File: src/rtl/bus_generator_n_arbiter.sv
// Shared-bus generator/arbiter: per bus, round-robin pop of one device
// FIFO head, then unicast or broadcast push by destination ID.
module bus_generator_n_arbiter #(
  parameter int         bits      = 1,
  parameter int         drvrs     = 4,
  parameter int         pckg_sz   = 32,
  parameter logic [7:0] broadcast = 8'hFF
) (
  input  logic                                    clk,
  input  logic                                    reset,
  input  logic [bits-1:0][drvrs-1:0]              pndng,
  output logic [bits-1:0][drvrs-1:0]              pop,
  input  logic [bits-1:0][drvrs-1:0][pckg_sz-1:0] D_pop,
  output logic [bits-1:0][drvrs-1:0]              push,
  output logic [bits-1:0][drvrs-1:0][pckg_sz-1:0] D_push
);

  localparam int IW = (drvrs > 1) ? $clog2(drvrs) : 1;

  typedef enum logic [1:0] {
    IDLE = 2'd0,
    POP  = 2'd1,
    PUSH = 2'd2
  } state_t;

  // First pending index after ptr; the pointer itself is lowest priority.
  function automatic logic [IW-1:0] next_winner(
    input logic [drvrs-1:0] req,
    input logic [IW-1:0]    ptr
  );
    logic [IW-1:0] w;
    int            idx;
    w = ptr;
    for (int j = drvrs; j >= 1; j--) begin
      idx = (int'(ptr) + j) % drvrs;
      if (req[IW'(idx)]) w = IW'(idx);
    end
    return w;
  endfunction

  function automatic logic [drvrs-1:0] push_mask(
    input logic [7:0]    dest,
    input logic [IW-1:0] win
  );
    logic [drvrs-1:0] m;
    m = '0;
    if (dest == broadcast) begin
      m      = '1;
      m[win] = 1'b0;
    end else if (int'(dest) < drvrs) begin
      m[dest[IW-1:0]] = 1'b1;
    end
    return m;
  endfunction

  for (genvar b = 0; b < bits; b++) begin : g_bus
    state_t             state;
    logic [IW-1:0]      ptr;
    logic [IW-1:0]      win;
    logic [IW-1:0]      grant;
    logic [pckg_sz-1:0] bus_data;
    logic [pckg_sz-1:0] data_q;
    logic [drvrs-1:0]   pop_q;
    logic [drvrs-1:0]   push_q;

    assign grant   = next_winner(pndng[b], ptr);
    assign pop[b]  = pop_q;
    assign push[b] = push_q;

    for (genvar i = 0; i < drvrs; i++) begin : g_lane
      assign D_push[b][i] = data_q;
    end

    always_ff @(posedge clk or posedge reset) begin
      if (reset) begin
        state    <= IDLE;
        ptr      <= IW'(drvrs - 1);
        win      <= '0;
        bus_data <= '0;
        data_q   <= '0;
        pop_q    <= '0;
        push_q   <= '0;
      end else begin
        unique case (state)
          IDLE: begin
            pop_q  <= '0;
            push_q <= '0;
            if (|pndng[b]) begin
              win      <= grant;
              ptr      <= grant;
              bus_data <= D_pop[b][grant];
              state    <= POP;
            end
          end
          POP: begin
            pop_q      <= '0;
            pop_q[win] <= 1'b1;
            push_q     <= '0;
            state      <= PUSH;
          end
          PUSH: begin
            pop_q  <= '0;
            push_q <= push_mask(bus_data[pckg_sz-1 -: 8], win);
            data_q <= bus_data;
            state  <= IDLE;
          end
          default: begin
            pop_q  <= '0;
            push_q <= '0;
            state  <= IDLE;
          end
        endcase
      end
    end
  end

endmodule

File: config.mk
export PLATFORM = sky130hd
export DESIGN_NAME = bus_generator_n_arbiter
export DESIGN_NICKNAME = d
export VERILOG_FILES = /design/src/rtl/bus_generator_n_arbiter.sv
export SDC_FILE = /design/constraint.sdc
export NUM_CORES = 1
export LEC_CHECK = 0
export CAP_MARGIN = 0
export CORE_MARGIN = 5
export CORE_UTILIZATION = 39
export DETAILED_ROUTE_END_ITERATION = 12
export PLACE_DENSITY = 0.83
export RECOVER_POWER = 50
export SLEW_MARGIN = 20
export SYNTH_ARGS = -nofsm -noshare
export SYNTH_HDL_FRONTEND = slang
export SYNTH_SLANG_ARGS = --single-unit
File: constraint.sdc
create_clock -name clk -period 3.45 [get_ports clk]
set_input_delay 0.69 -clock clk [delete_from_list [all_inputs] [get_ports clk]]
set_output_delay 0.69 -clock clk [all_outputs]
set_load 0.01 [all_outputs]
Word level (Yosys, flattened, before mapping)

Index checks and enable logic that the tools add are counted.

$lt $le $gt $ge: 10
Eq/ne operators: 4
Bitwise logic cells: 1
Reductions and logical operators: 5
Mux-type cells: 28
Add/subtract/negate cells: 4

Operators with widths:

| kind                | number |
|---|---|
| $bmux 32 s2         | 1 |
| $mux 32             | 1 |
| $lt 2x4->1 const B  | 4 |
| $mux 4              | 4 |
| $mux 1              | 10 |
| $mux 2              | 5 |
| $lt 2x3->1 const B  | 3 |
| $bmux 1 s2          | 4 |
| $eq 8x8->1 const B  | 1 |
| $lt 8x3->1 const B  | 1 |
| $add 2x1->2 const B | 2 |
| $add 2x2->2 const B | 2 |
| $demux 1 s2         | 2 |
| $ge 2x1->1 const B  | 2 |
| $not 4->4           | 1 |
| $pmux 2 s2          | 1 |
| $reduce_or 4->1     | 1 |
| $eq 2x1->1 const B  | 1 |
| $eq 2x2->1 const B  | 1 |
| $logic_and 1x1->1   | 2 |
| $logic_not 2->1     | 1 |
| $ne 2x2->1 const B  | 1 |
| $reduce_and 2->1    | 1 |

Bits of input ports: 134
Bits in registers: 78
Output and inout port bits: 136
Logic and storage cells: 59

Depth between registers and ports, before layout

Word-level depth: 10
Depth in mapped cells: 8
Depth with buffers taken out: 5

Worst setup path before layout

No wires, ideal clock.

Path type: input to register
Start point: in pndng[3] in the netlist's numbering
End point: reg g_bus[0].bus_data[0]
Stages: 7
Path buffers: 2
Setup time: 0.142 ns
Arrival: 1.673 ns
Required time: 3.308 ns
Setup slack: 1.635 ns
Cells stage by stage: mux2i_1 > or2_1 > o211ai_2 > buf_12 > buf_12 > mux2i_1 > o221ai_1

Cells in the longest elaborated chain, start to end: 9
Elaborated cells on any way between the ends: 20
Classes of those cells: mux (18); reduce/logical (2)

Ends and longest elaborated chain:

| item                                       | RTL line | text |
|---|---|---|
| start: declaration                         | 11       | `input logic [bits-1:0][drvrs-1:0] pndng,` |
| $bmux 1 s2                                 | 36       | `if (req[IW'(idx)]) w = IW'(idx);` |
| $mux 1 (not written as such) (2 in series) | 36       |  |
| $mux 2 (4 in series)                       | 36       |  |
| $bmux 32 s2                                | 91       | `bus_data <= D_pop[b][grant];` |
| $mux 32 (not written as such)              | 91       |  |
| end signal: assignment                     | 91       |  |
| end: declaration                           | 61       | `logic [pckg_sz-1:0] bus_data;` |

Parallel ways exist; a longest one is shown, timed or not. The select of a mux whose other input is x is not followed.
A chain may end at the register's enable or synchronous reset.

Final worst setup path

Ends and elaborated chain as after synthesis.

==> metrics.log <==
[metrics] net count after synthesis: between 500 and 600
[metrics] largest clock skew in the final design: 0.00521 ns
[metrics] worst path arrival time: 2.89 ns
[metrics] met3 track utilization from global routing: 4.35%
[metrics] deepest clock path buffer count: 2
[metrics] half-perimeter wire length after detailed placement: 10,400 µm
[metrics] filler cell count in the final layout: about 930
[metrics] worst min-delay path class: reg -> reg
[metrics] Avg Cell Area, Syn: 11.1 µm²
[metrics] highest clock rate: roughly 370 MHz
[metrics] n_diodes: 0
[metrics] number of instances in the placed design: 720
[metrics] length of the first detailed-routing pass in iterations: 6
[metrics] share of final-layout standard cells stronger than drive strength 1: 10.5%
[metrics] Most used DFF post-synth: sky130_fd_sc_hd__dfrtp_1
[metrics] number of primary I/O pins: 270
[metrics] average routed wire per standard cell: ~18 µm
[metrics] max-cap violation count: 2
[metrics] setup fix buffers added after clock tree synthesis: 0
[metrics] chip height: approximately 120 µm
[metrics] kind of start point of the critical path: input port
[metrics] pins over their slew limit: 80
[metrics] total buffers and inverters traversed by the critical path: 2
[metrics] slack of the worst reg-to-reg path: 1.13 ns
[metrics] register cell area after layout: approximately 2000 µm²
[metrics] synthesis-stage register bit count: 78
[metrics] post-route insts no fill: 736
[metrics] worst-path cell with the longest stage delay: sky130_fd_sc_hd__o211ai_4
[metrics] EDFF count, synth: 0
[metrics] critical path, cell by cell: clkdlybuf4s50_1, a22oi_1, o211ai_4, buf_12, mux2i_1, o221ai_1
[metrics] met1 Track Usage GR: between 20% and 30%
[metrics] transition time at the pin with the least slew margin: 1.95 ns
[metrics] portion of the clock cycle consumed by the worst path in the final layout: between 70% and 80%
[metrics] Power Density: 922 nW/µm²
[metrics] RePlAce Congestion: 0.806
[metrics] Antenna Nets Post-Route: 0
[metrics] Remaining Overflow, GRT: 0
[metrics] total core area: 11,500 µm²
[metrics] final wirelength: 13,200 µm
[metrics] register area share after synthesis: 42.4%
[metrics] share of flip-flops with an asynchronous set or reset after synthesis: 100%
[metrics] Initial Util: about two fifths
[metrics] via count: roughly 3,700
[metrics] number of antenna violations at the first check in global routing: 0
[metrics] worst vdd rail ir drop: 463 µV
[metrics] busiest metal layer after global routing: met2
[metrics] family with the most delay on the worst path: compound AO/OA/AOI/OAI gates
[metrics] number of hold violations in the final report: 0
[metrics] Tot GR Track Use: between 10% and 20%
[metrics] CTS clk-pin slew, worst paths: 0.06 ns
[metrics] Hold Buf Count CTS: 0
[metrics] area of the die: 14,100 µm²
[metrics] latest clock arrival within the worst-skew pair: 0.33 ns
[metrics] number of global-route vias before repair: 4,029
[metrics] met2 usage: 34.2%
[metrics] multi-input logic area: 1710 µm²
[metrics] status: complete, but fails checks
[metrics] remaining routing DRC violations: 0
[metrics] Gates resized, CTS repair: 0
[metrics] worst-path fanout max: 24
[metrics] leakage dissipation: 3.02 nW
[metrics] count of unique library cells instantiated by Yosys: 36
[metrics] number of failing setup endpoints in the final timing report: 0
[metrics] global-route wire length before repair: approximately 21,000 µm
[metrics] number of cells produced by synthesis: 417
[metrics] CP Data Required Time: 3.64 ns
[metrics] net count reported at finish: 722
[metrics] number of clock sinks: 78
[metrics] Area growth, synth to finish: 51.7%
[metrics] failing checks: max-capacitance violations, max-slew violations
[metrics] clock tree root buffer cell: sky130_fd_sc_hd__clkbuf_16
[metrics] endpoint class of the critical path: register
[metrics] 1st-iter DRT viols: ~210
[metrics] number of cell rows: 39
[metrics] number of warnings reported in the yosys synthesis log: 0
[metrics] clock tree from TritonCTS: done
[metrics] per-cell via count in the routed design: 5.00
[metrics] setup repair after global routing missed its margin: no
[metrics] post-synthesis cell area: 4610 µm²
[metrics] final period demand of the worst path: 2.70 ns
[metrics] largest net degree at the start of global routing: 44
[metrics] H-tree depth reported by CTS: 3
[metrics] start-to-end type of the worst setup path: in -> reg
[metrics] accumulated negative setup slack: 0 ns
[metrics] Die Width: 119 µm
[metrics] number of buffers added by the clock tree synthesis step: 9
[metrics] worst slew slack as a fraction of its limit: -30.8%
[metrics] largest incremental delay on the critical path: 0.78 ns
[metrics] IO Port Bufs: 269
[metrics] overall power: between 6 and 7 mW
## state kept, by name (all words and copies together) (netlist names)
signal	flops
g_bus.state	2
g_bus.win	2
push	4
g_bus.ptr	2
pop	4
g_bus.data_q	32
g_bus.bus_data	32
## tightest hold or removal path, stage by stage, from the launching register on
cell and delay, ns:
sky130_fd_sc_hd__dfrtp_1 0.34, sky130_fd_sc_hd__nand2_1 0.05, sky130_fd_sc_hd__o221ai_1 0.06
## final timing paths
path | start | end | cells after the start
worst max-delay path | pndng[3] | g_bus[0].bus_data[0]$_DFFE_PP0P_ | 6
worst min register to register | g_bus[0].bus_data[20]$_DFFE_PP0P_ | g_bus[0].bus_data[20]$_DFFE_PP0P_ | 2
max in group asynchronous | reset | g_bus[0].ptr[1]$_DFFE_PP1P_ | 3
min in group asynchronous | reset | g_bus[0].data_q[6]$_DFFE_PP0P_ | 2
worst max register to register | g_bus[0].ptr[0]$_DFFE_PP1P_ | g_bus[0].bus_data[0]$_DFFE_PP0P_ | 5
worst min-delay path | g_bus[0].bus_data[20]$_DFFE_PP0P_ | g_bus[0].bus_data[20]$_DFFE_PP0P_ | 2
## cell families after synthesis
logic type / Yosys count / synth area share (%)
AND/OR/NAND/NOR: 68 / 6.41
buffers and inverters: 125 / 20.7
flip-flops: 78 / 42.4
multiplexers: 96 / 21.7
AO/OA/AOI/OAI: 50 / 8.77
## metal layers
| metal | wire, µm | up-vias |
|---|---|---|
| met5 | 0 | - |
| met4 | 185 | 0 |
| met3 | 847 | 19 |
| met2 | 7270 | 159 |
| met1 | 4890 | 1784 |
| li1 | - | 1715 |
## synthesized netlist by cell type, drive strengths merged (2+ instances only)
| library cell | count | area [µm²] |
|---|---|---|
| buf | 109 | 893 |
| dfrtp | 76 | 1900 |
| mux2i | 64 | 641 |
| nand2 | 36 | 135 |
| mux2 | 32 | 360 |
| o221ai | 31 | 272 |
| nor2 | 15 | 56.3 |
| clkbuf | 9 | 33.8 |
| inv | 7 | 26.3 |
| o21ai | 5 | 25.0 |
| nand2b | 4 | 25.0 |
| a21oi | 3 | 15.0 |
| and3 | 3 | 18.8 |
| dfstp | 2 | 52.6 |
| nand3 | 2 | 10.0 |
| nand3b | 2 | 15.0 |
| nand4 | 2 | 12.5 |
| nor3 | 2 | 10.0 |
| o211ai | 2 | 20.0 |
## per-stage QoR
stage,hold WS (ns),utilization [%],worst slack (ns),instance area (µm²)
3_3_place_gp,0.469,57.9,0.506,6670
2_1_floorplan,0.452,-,0.768,4610
5_1_grt,0.516,60.7,0.585,6990
6_report,0.491,60.7,0.754,6990
3_5_place_dp,0.478,57.9,0.406,6670
4_1_cts,0.497,60.7,0.750,6990
## report_power, final
part           internal [mW]  total [mW]  switching [mW]  leakage, nW
Sequential              1.36        1.77           0.412        0.965
Combinational           2.10        3.66            1.56         1.90
Clock                  0.650        1.02           0.365        0.154
Total                   4.11        6.45            2.33         3.02
## placed cells by master (no fill, tap or decap), types with 4 or more instances in the layout
cell,synthesis,routed
sky130_fd_sc_hd__buf_4,96,6
sky130_fd_sc_hd__o21ai_0,5,5
sky130_fd_sc_hd__o221ai_1,31,31
sky130_fd_sc_hd__mux2i_1,64,64
sky130_fd_sc_hd__clkdlybuf4s50_1,0,241
sky130_fd_sc_hd__nand2b_1,4,4
sky130_fd_sc_hd__dfrtp_1,76,76
sky130_fd_sc_hd__clkbuf_16,0,9
sky130_fd_sc_hd__dlygate4sd3_1,0,28
sky130_fd_sc_hd__nand2_1,36,36
sky130_fd_sc_hd__mux2_2,32,32
sky130_fd_sc_hd__inv_1,6,5
sky130_fd_sc_hd__nor2_1,15,15
## cell type report
cell class	count	area share, %
Clock inverter	6	1.22
Tap cell	143	2.56
Timing Repair Buffer	278	40.0
Inverter	7	0.394
Multi-Input combinational cell	214	24.4
Sequential cell	78	28.0
Clock buffer	10	3.42
Note: power is estimated with default switching activity, not from simulation.
